--- config.mk ---
export PLATFORM = sky130hd
export DESIGN_NAME = keypad_scanner
export DESIGN_NICKNAME = d
export VERILOG_FILES = /design/src/rtl/keypad_scanner.sv
export SDC_FILE = /design/constraint.sdc
export NUM_CORES = 1
export LEC_CHECK = 0
export CAP_MARGIN = 20
export CORE_ASPECT_RATIO = 1.25
export CORE_MARGIN = 2
export CORE_UTILIZATION = 65
export CTS_BUF_LIST = sky130_fd_sc_hd__clkbuf_4 sky130_fd_sc_hd__clkbuf_8
export DETAILED_ROUTE_END_ITERATION = 10
export GPL_ROUTABILITY_DRIVEN = 0
export PLACE_DENSITY = 0.86
export SLEW_MARGIN = 20
export SYNTH_ARGS = -nofsm -noshare
export SYNTH_HDL_FRONTEND = slang
export SYNTH_SLANG_ARGS = --single-unit
--- constraint.sdc ---
create_clock -name clk -period 6.3 [get_ports clk]
set_clock_uncertainty 0.1 [all_clocks]
set_input_delay 1.26 -clock clk [delete_from_list [all_inputs] [get_ports clk]]
set_output_delay 1.26 -clock clk [all_outputs]
set_load 0.03 [all_outputs]
--- src/rtl/keypad_scanner.sv ---
// 4x4 matrix keypad scanner: rotates an active-low column drive, samples the
// synchronized rows on a divided strobe, debounces press and release, and reports hex codes.
module keypad_scanner #(
   parameter int SCAN_DIV     = 16,
   parameter int DEBOUNCE_CNT = 4
) (
   input  logic       clk,
   input  logic       clr,
   input  logic [3:0] row,
   output logic [3:0] col,
   output logic [3:0] key_code,
   output logic       key_valid,
   output logic       key_down
);

   localparam logic [1:0]  ST_SCAN     = 2'd0;
   localparam logic [1:0]  ST_DEBOUNCE = 2'd1;
   localparam logic [1:0]  ST_PRESSED  = 2'd2;
   localparam logic [1:0]  ST_RELEASE  = 2'd3;
   localparam logic [15:0] DIV_LAST    = 16'(SCAN_DIV - 1);
   localparam logic [7:0]  DB_LAST     = 8'(DEBOUNCE_CNT);
   localparam logic        DB_SINGLE   = (DEBOUNCE_CNT == 1);

   logic [3:0]  sync1_q, sync1_d, rs_q, rs_d;
   logic [15:0] div_q, div_d;
   logic [1:0]  state_q, state_d;
   logic [3:0]  col_q, col_d, pat_q, pat_d, key_code_q, key_code_d;
   logic [7:0]  cnt_q, cnt_d;
   logic        key_valid_q, key_valid_d, key_down_q, key_down_d;
   logic        strobe_s;
   logic [7:0]  cnt_inc_s;

   function automatic logic one_low(input logic [3:0] v);
      case (v)
         4'b1110, 4'b1101, 4'b1011, 4'b0111: one_low = 1'b1;
         default:                            one_low = 1'b0;
      endcase
   endfunction

   function automatic logic [1:0] low_index(input logic [3:0] v);
      case (v)
         4'b1110: low_index = 2'd0;
         4'b1101: low_index = 2'd1;
         4'b1011: low_index = 2'd2;
         4'b0111: low_index = 2'd3;
         default: low_index = 2'd0;
      endcase
   endfunction

   // Rows top to bottom: 1 2 3 A / 4 5 6 B / 7 8 9 C / * 0 # D, with * = E and # = F.
   function automatic logic [3:0] key_map(input logic [1:0] r, input logic [1:0] c);
      case ({r, c})
         4'h0: key_map = 4'h1;  4'h1: key_map = 4'h2;  4'h2: key_map = 4'h3;  4'h3: key_map = 4'hA;
         4'h4: key_map = 4'h4;  4'h5: key_map = 4'h5;  4'h6: key_map = 4'h6;  4'h7: key_map = 4'hB;
         4'h8: key_map = 4'h7;  4'h9: key_map = 4'h8;  4'hA: key_map = 4'h9;  4'hB: key_map = 4'hC;
         4'hC: key_map = 4'hE;  4'hD: key_map = 4'h0;  4'hE: key_map = 4'hF;  4'hF: key_map = 4'hD;
         default: key_map = 4'h0;
      endcase
   endfunction

   function automatic logic [3:0] rotate(input logic [3:0] c);
      rotate = {c[2:0], c[3]};
   endfunction

   assign strobe_s  = (div_q == DIV_LAST);
   assign cnt_inc_s = cnt_q + 8'd1;

   // Next-state logic: synchronizer, scan divider and the press/release debounce FSM.
   always_comb begin
      sync1_d     = row;
      rs_d        = sync1_q;
      div_d       = strobe_s ? 16'd0 : div_q + 16'd1;
      state_d     = state_q;
      col_d       = col_q;
      pat_d       = pat_q;
      cnt_d       = cnt_q;
      key_code_d  = key_code_q;
      key_valid_d = 1'b0;
      key_down_d  = key_down_q;
      if (strobe_s) begin
         case (state_q)
            ST_SCAN: begin
               if (one_low(rs_q)) begin
                  pat_d = rs_q;
                  if (DB_SINGLE) begin
                     state_d     = ST_PRESSED;
                     key_code_d  = key_map(low_index(rs_q), low_index(col_q));
                     key_valid_d = 1'b1;
                     key_down_d  = 1'b1;
                     cnt_d       = 8'd0;
                  end else begin
                     state_d = ST_DEBOUNCE;
                     cnt_d   = 8'd1;
                  end
               end else begin
                  col_d = rotate(col_q);
               end
            end
            ST_DEBOUNCE: begin
               if (rs_q == pat_q) begin
                  if (cnt_inc_s == DB_LAST) begin
                     state_d     = ST_PRESSED;
                     key_code_d  = key_map(low_index(pat_q), low_index(col_q));
                     key_valid_d = 1'b1;
                     key_down_d  = 1'b1;
                     cnt_d       = 8'd0;
                  end else begin
                     cnt_d = cnt_inc_s;
                  end
               end else begin
                  state_d = ST_SCAN;
                  cnt_d   = 8'd0;
                  col_d   = rotate(col_q);
               end
            end
            ST_PRESSED: begin
               if (rs_q == 4'b1111) begin
                  if (DB_SINGLE) begin
                     state_d    = ST_SCAN;
                     key_down_d = 1'b0;
                     col_d      = rotate(col_q);
                     cnt_d      = 8'd0;
                  end else begin
                     state_d = ST_RELEASE;
                     cnt_d   = 8'd1;
                  end
               end else begin
                  state_d = ST_PRESSED;
               end
            end
            ST_RELEASE: begin
               if (rs_q == 4'b1111) begin
                  if (cnt_inc_s == DB_LAST) begin
                     state_d    = ST_SCAN;
                     key_down_d = 1'b0;
                     col_d      = rotate(col_q);
                     cnt_d      = 8'd0;
                  end else begin
                     cnt_d = cnt_inc_s;
                  end
               end else begin
                  // A bounce during release falls back to the held key, never a new press.
                  state_d = ST_PRESSED;
                  cnt_d   = 8'd0;
               end
            end
            default: begin
               state_d = ST_SCAN;
               col_d   = 4'b1110;
               cnt_d   = 8'd0;
            end
         endcase
      end else begin
         state_d = state_q;
      end
   end

   // State registers with synchronous clear taking priority over any strobe.
   always_ff @(posedge clk) begin
      if (clr) begin
         sync1_q     <= 4'b1111;
         rs_q        <= 4'b1111;
         div_q       <= 16'd0;
         state_q     <= ST_SCAN;
         col_q       <= 4'b1110;
         pat_q       <= 4'b1111;
         cnt_q       <= 8'd0;
         key_code_q  <= 4'h0;
         key_valid_q <= 1'b0;
         key_down_q  <= 1'b0;
      end else begin
         sync1_q     <= sync1_d;
         rs_q        <= rs_d;
         div_q       <= div_d;
         state_q     <= state_d;
         col_q       <= col_d;
         pat_q       <= pat_d;
         cnt_q       <= cnt_d;
         key_code_q  <= key_code_d;
         key_valid_q <= key_valid_d;
         key_down_q  <= key_down_d;
      end
   end

   assign col       = col_q;
   assign key_code  = key_code_q;
   assign key_valid = key_valid_q;
   assign key_down  = key_down_q;

endmodule

# After elaboration in Yosys (flattened, before gate mapping)
# Memories as Yosys holds them, arrays and structs flattened. A register that Yosys moved wholly into a read port is not among the register bits.
# Cells that the tools add are included.
[totals] rom_bits=64 inputBits=6 out_inout_bits=10 register_bits=44 elab_cells=91 memories=1
[mem_list] memory="(no name shown)" words=16 width=4 rd=1 rd_clocked_by_memory_dff=1 write_ports=0 line_no="52" text="case ({r, c})"
[op_classes] n_reduce_logical=12 n_bitwise=3 n_addsub=2 eq_ne=27 n_mux=37
[ops] op="$mux W8" n=5
[ops] op="$eq A4 B4 Y1 const B" n=8
[ops] op="$pmux W8 S4" n=1
[ops] op="$mux W2" n=13
[ops] op="$add A16 B1 Y16 const B" n=1
[ops] op="$eq A16 B4 Y1 const B" n=1
[ops] op="$mux W4" n=4
[ops] op="$ne A2 B2 Y1 const B" n=8
[ops] op="$eq A4 B3 Y1 const B" n=3
[ops] op="$pmux W2 S3" n=2
[ops] op="$pmux W4 S3" n=1
[ops] op="$reduce_and A6 Y1" n=2
[ops] op="$mux W1" n=9
[ops] op="$add A8 B1 Y8 const B" n=1
[ops] op="$eq A8 B3 Y1 const B" n=1
[ops] op="$pmux W2 S4" n=1
[ops] op="$reduce_and A4 Y1" n=2
[ops] op="$reduce_or A4 Y1" n=2
[ops] op="$ne A3 B3 Y1 const B" n=2
[ops] op="$reduce_and A3 Y1" n=2
[ops] op="$eq A2 B2 Y1 const B" n=2
[ops] op="$eq A4 B4 Y1" n=1
[ops] op="$not A1 Y1" n=3
[ops] op="$reduce_bool A3 Y1" n=1
[ops] op="other kinds (5)" n=5

# Longest topological paths before layout
[logic_depth] ltp_word=7 ltp_mapped=10 depth_no_buf=9

# Worst setup path after synthesis
# OpenSTA, ideal clock, no wires.
[synth_timing] path_kind="input -> register" from="input clr" to="register div_q[13]" arrival_time_ps=2107 path_slack_ps=4028 stages=5 t_required_ps=6135 setup_ps=65 path_cell_list="clkbuf_8 or2_2 clkbuf_1 clkbuf_1 nor2_1"
[synth_via] elab_chain_cells=1
[synth_lines] element="start, declared" line_no="8" text="input logic clr,"
[synth_lines] element="$reduce_or A2 Y1 (no line)"
[synth_lines] element="end signal, assigned" line_no="174" text="div_q <= div_d;"
[synth_lines] element="end, declared" line_no="25" text="logic [15:0] div_q, div_d;"
# No other way between the ends.
# A chain may end at the register's enable or synchronous reset.

# Worst setup path after layout
[layout_timing] from="register col_q[3] (netlist: col[3])" to="output col[3]"
[layout_rtl] element="start, declared" line_no="27" text="logic [3:0] col_q, col_d, pat_q, pat_d, key_code_q, key_code_d;"
[layout_rtl] element="start signal, assigned" line_no="176" text="col_q <= col_d;"
[layout_rtl] element="end, declared" line_no="10" text="output logic [3:0] col,"
# No word-level cell between the ends.

==> flow_metrics.py <==
metrics = {
    "yosys": {
        "synth.avg_cell_area_um2": 9.01,
        "ys_types": 63,
        "yosys_warnings": 0,
        "async_flop_share_pct": 0,
        "synthesis.area_mm2": 0.00268,
        "ys_seq_elements": 48,
        "seq_area_frac_synth_pct": 35.9,
        "synth-edff-count": 0,
        "ys.flop_type": "dfxtp_1",
        "syn_nets": 310,
        "netlist_instances": 297,
    },
    "route": {
        "ant_nets": 0,
        "wl_per_cell_um": 12.8,
        "vias_per_cell": 5.70,
        "drtIter0Drc": 162,
        "drt_wl_total_mm": 4.55,
        "dr_total_vias": 2029,
        "drtPass1Iterations": 4,
        "drc": 0,
    },
    "power_and_ir_drop": {
        "power_density_mw_per_mm2": 181,
        "internal_power_mw": 0.399,
        "p_sw_mw": 0.110,
        "switching_share_pct": 21.7,
        "combPwrFrac_pct": 4.8,
        "power_frac_seq_pct": 61.0,
        "p_clk_share_pct": 34.2,
        "p_leak_nw": 1.09,
        "vdd_drop_max_v": 0.000149,
    },
    "global_routing": {
        "grt_max_degree": 38,
        "antenna_found_initial": 0,
        "grt_pass1_vias": 1814,
        "grt_usage_pct": 22.2,
        "overflow": 0,
        "grt_pass1_wl_mm": 7.88,
    },
    "timing": {
        "drv_slew": 0,
        "hold_viol": 0,
        "setup_viol": 0,
        "period_share_pct": 44.3,
        "fin_crit_ns": 2.79,
        "rsz0062_at_grt": "no",
        "worst_pin_slew_ns": 0.600,
        "maxSlewHeadroom_pct": 60.0,
        "fmax_mhz": 358,
        "tns_ns": 0,
    },
    "worst_hold_path": {
        "hold_path.class": "flip-flop to flip-flop",
        "holdCritStartpoint": "rs_d[0]$_SDFF_PP1_",
        "holdPathEnd": "rs_q[0]$_SDFF_PP1_",
        "hold_depth": 1,
    },
    "clock_tree": {
        "clock_sinks": 48,
        "cts_hold_buf": 0,
        "root_buffer": "clkbuf_8",
        "post_cts_buffers": 0,
        "clk_pin_slew_worst_paths_ns": 0.08,
        "cts_resized": 0,
        "insertion_delay_ns": 0.29,
        "cts_tree": "yes",
        "cts_buffer_depth": 2,
        "cts_max_level": 2,
        "cts_inserted_buffers": 5,
    },
    "final_layout": {
        "n_fill_cell": 346,
        "final-seq-area_um2": 961,
        "area_growth_pct": 5.05,
        "multi_input_area_mm2": 0.00150,
        "drive_gt1_share_pct": 12.7,
        "final_area_mm2": 0.00281,
        "final_nets": 313,
        "layout_commonest_cell": "dfxtp_1",
        "diodes": 0,
        "layout_common_cells": "dfxtp_1 (48), nor2_1 (41), a21oi_1 (19)",
    },
    "floorplan": {
        "die_width_um": 61.4,
        "dieHeight_um": 75.7,
        "fp-row-count": 26,
        "ios": 16,
        "core_area_mm2": 0.00403,
        "start_util_pct": 66.3,
        "die_area_mm2": 0.00465,
    },
    "placement": {
        "dp_hpwl_mm": 3.26,
        "port_buffers": 15,
        "placed_cell_area_mm2": 0.00273,
    },
    "critical_path": {
        "worst-setup-path-type": "flip-flop to output port",
        "r2r_start": "div_q[0]$_SDFF_PP0_",
        "worstRegToRegCells": 7,
        "cp-end-kind": "output port",
        "slowest_stage": "clkdlybuf4s50_1",
        "timing.rr.end": "key_code[1]$_SDFFE_PP0P_",
        "critPathMaxStageDelay_ns": 0.71,
        "path_cells": "clkdlybuf4s50_1",
        "cp.buffers_inverters": 1,
        "start_kind": "flip-flop",
        "required_ns": 4.94,
        "rrSetupSlack_ns": 3.83,
        "worstPathMaxFanout": 5,
        "path_delay_family": "buffers and inverters",
        "arrival_ns": 1.43,
    },
    "run": {
        "cap_viol_max_count": 0,
    },
    "run_status": {
        "status": "complete, no violations",
    },
}
logic make-up after synthesis:
| logic type | synth area share (%) |
|---|---|
| AO/OA/AOI/OAI | 13.7 |
| XOR/XNOR | 8.74 |
| adder cells (fa/ha/maj) | 3.27 |
| buffers and inverters | 7.90 |
| flip-flops | 35.9 |
| multiplexers | 3.83 |
| AND/OR/NAND/NOR | 26.6 |
state kept, by name, indices dropped and copies added (netlist names):
name,count
rs_d,4
rs_q,4
key_code,4
key_valid,1
col,4
cnt_q,8
pat_q,4
state_q,2
key_down,1
div_q,16
how the worst max path moves through the flow:
stage / start / to / slack [ns] / cells past startpoint
2_1_floorplan: clr / div_q[13]$_SDFF_PP0_ / 4.03 / 5
6_report: col[3]$_SDFFE_PP1P_ / col[3] / 3.51 / 1
5_1_grt: col[3]$_SDFFE_PP1P_ / col[3] / 3.46 / 1
3_3_place_gp: clr / div_q[8]$_SDFF_PP0_ / 3.61 / 4
3_5_place_dp: clr / div_q[11]$_SDFF_PP0_ / 3.58 / 4
4_1_cts: col[3]$_SDFFE_PP1P_ / col[3] / 3.49 / 1
synthesized netlist by cell type (3+ instances only):
cell      count  share of area, %
and3_1        4              0.93
nand2b_1      9               2.1
nor2_1       41               5.8
a21oi_1      19               3.6
a211oi_1      4               1.1
buf_2         4              0.75
dfxtp_1      48                36
mux2i_1       8               3.0
nor4_1        5               1.2
xor2_1       15               4.9
inv_1        10               1.4
o21ai_0       5              0.93
clkbuf_1      5              0.70
or2_2        10               2.3
xnor2_1       8               2.6
ha_1          7               3.3
and3_2        3              0.84
nand4_1       5               1.2
nand3_1      13               2.4
nand2_1      15               2.1
clkbuf_8      6               3.1
a211o_1       4               1.3
stage by stage:
stage | hold slack, ns | instances | power (mW) | setup WS [ns] | util [%]
2_1_floorplan | 0.289 | 297 | 0.338 | 4.03 | -
3_3_place_gp | 0.292 | 349 | 0.341 | 3.61 | 67.7
3_5_place_dp | 0.297 | 349 | 0.342 | 3.58 | 67.7
4_1_cts | 0.314 | 356 | 0.516 | 3.49 | 69.7
5_1_grt | 0.323 | 356 | 0.528 | 3.46 | 69.7
6_report | 0.313 | 356 | 0.509 | 3.51 | 69.7
per-layer routing:
layer	routed length (µm)	track usage, %	share of wire (%)	up-vias
li1	-	-	-	1035
met3	122	4.07	2.7	4
met4	45	8.04	0.99	0
met1	2020	26.7	44	956
met5	0	0	0	-
met2	2370	39.0	52	34
power by group through the flow:
| stage | combinational [mW] | clock (mW) | sequential, mW |
|---|---|---|---|
| floorplan | 0.0219 | 0 | 0.316 |
| global placement | 0.0237 | 0 | 0.317 |
| detailed placement | 0.0244 | 0 | 0.318 |
| CTS | 0.0246 | 0.181 | 0.311 |
| global route | 0.0278 | 0.189 | 0.311 |
| finish | 0.0243 | 0.174 | 0.310 |
final cells by class:
type / count / share of cell area (%)
repair buffers: 16 / 5.61
well taps: 56 / 2.49
multi-input cells: 219 / 53.5
flip-flops and latches: 48 / 34.2
inverters: 10 / 1.34
clock buffers: 6 / 2.71
clock inverters: 1 / 0.178
(Power assumes the default switching activity.)
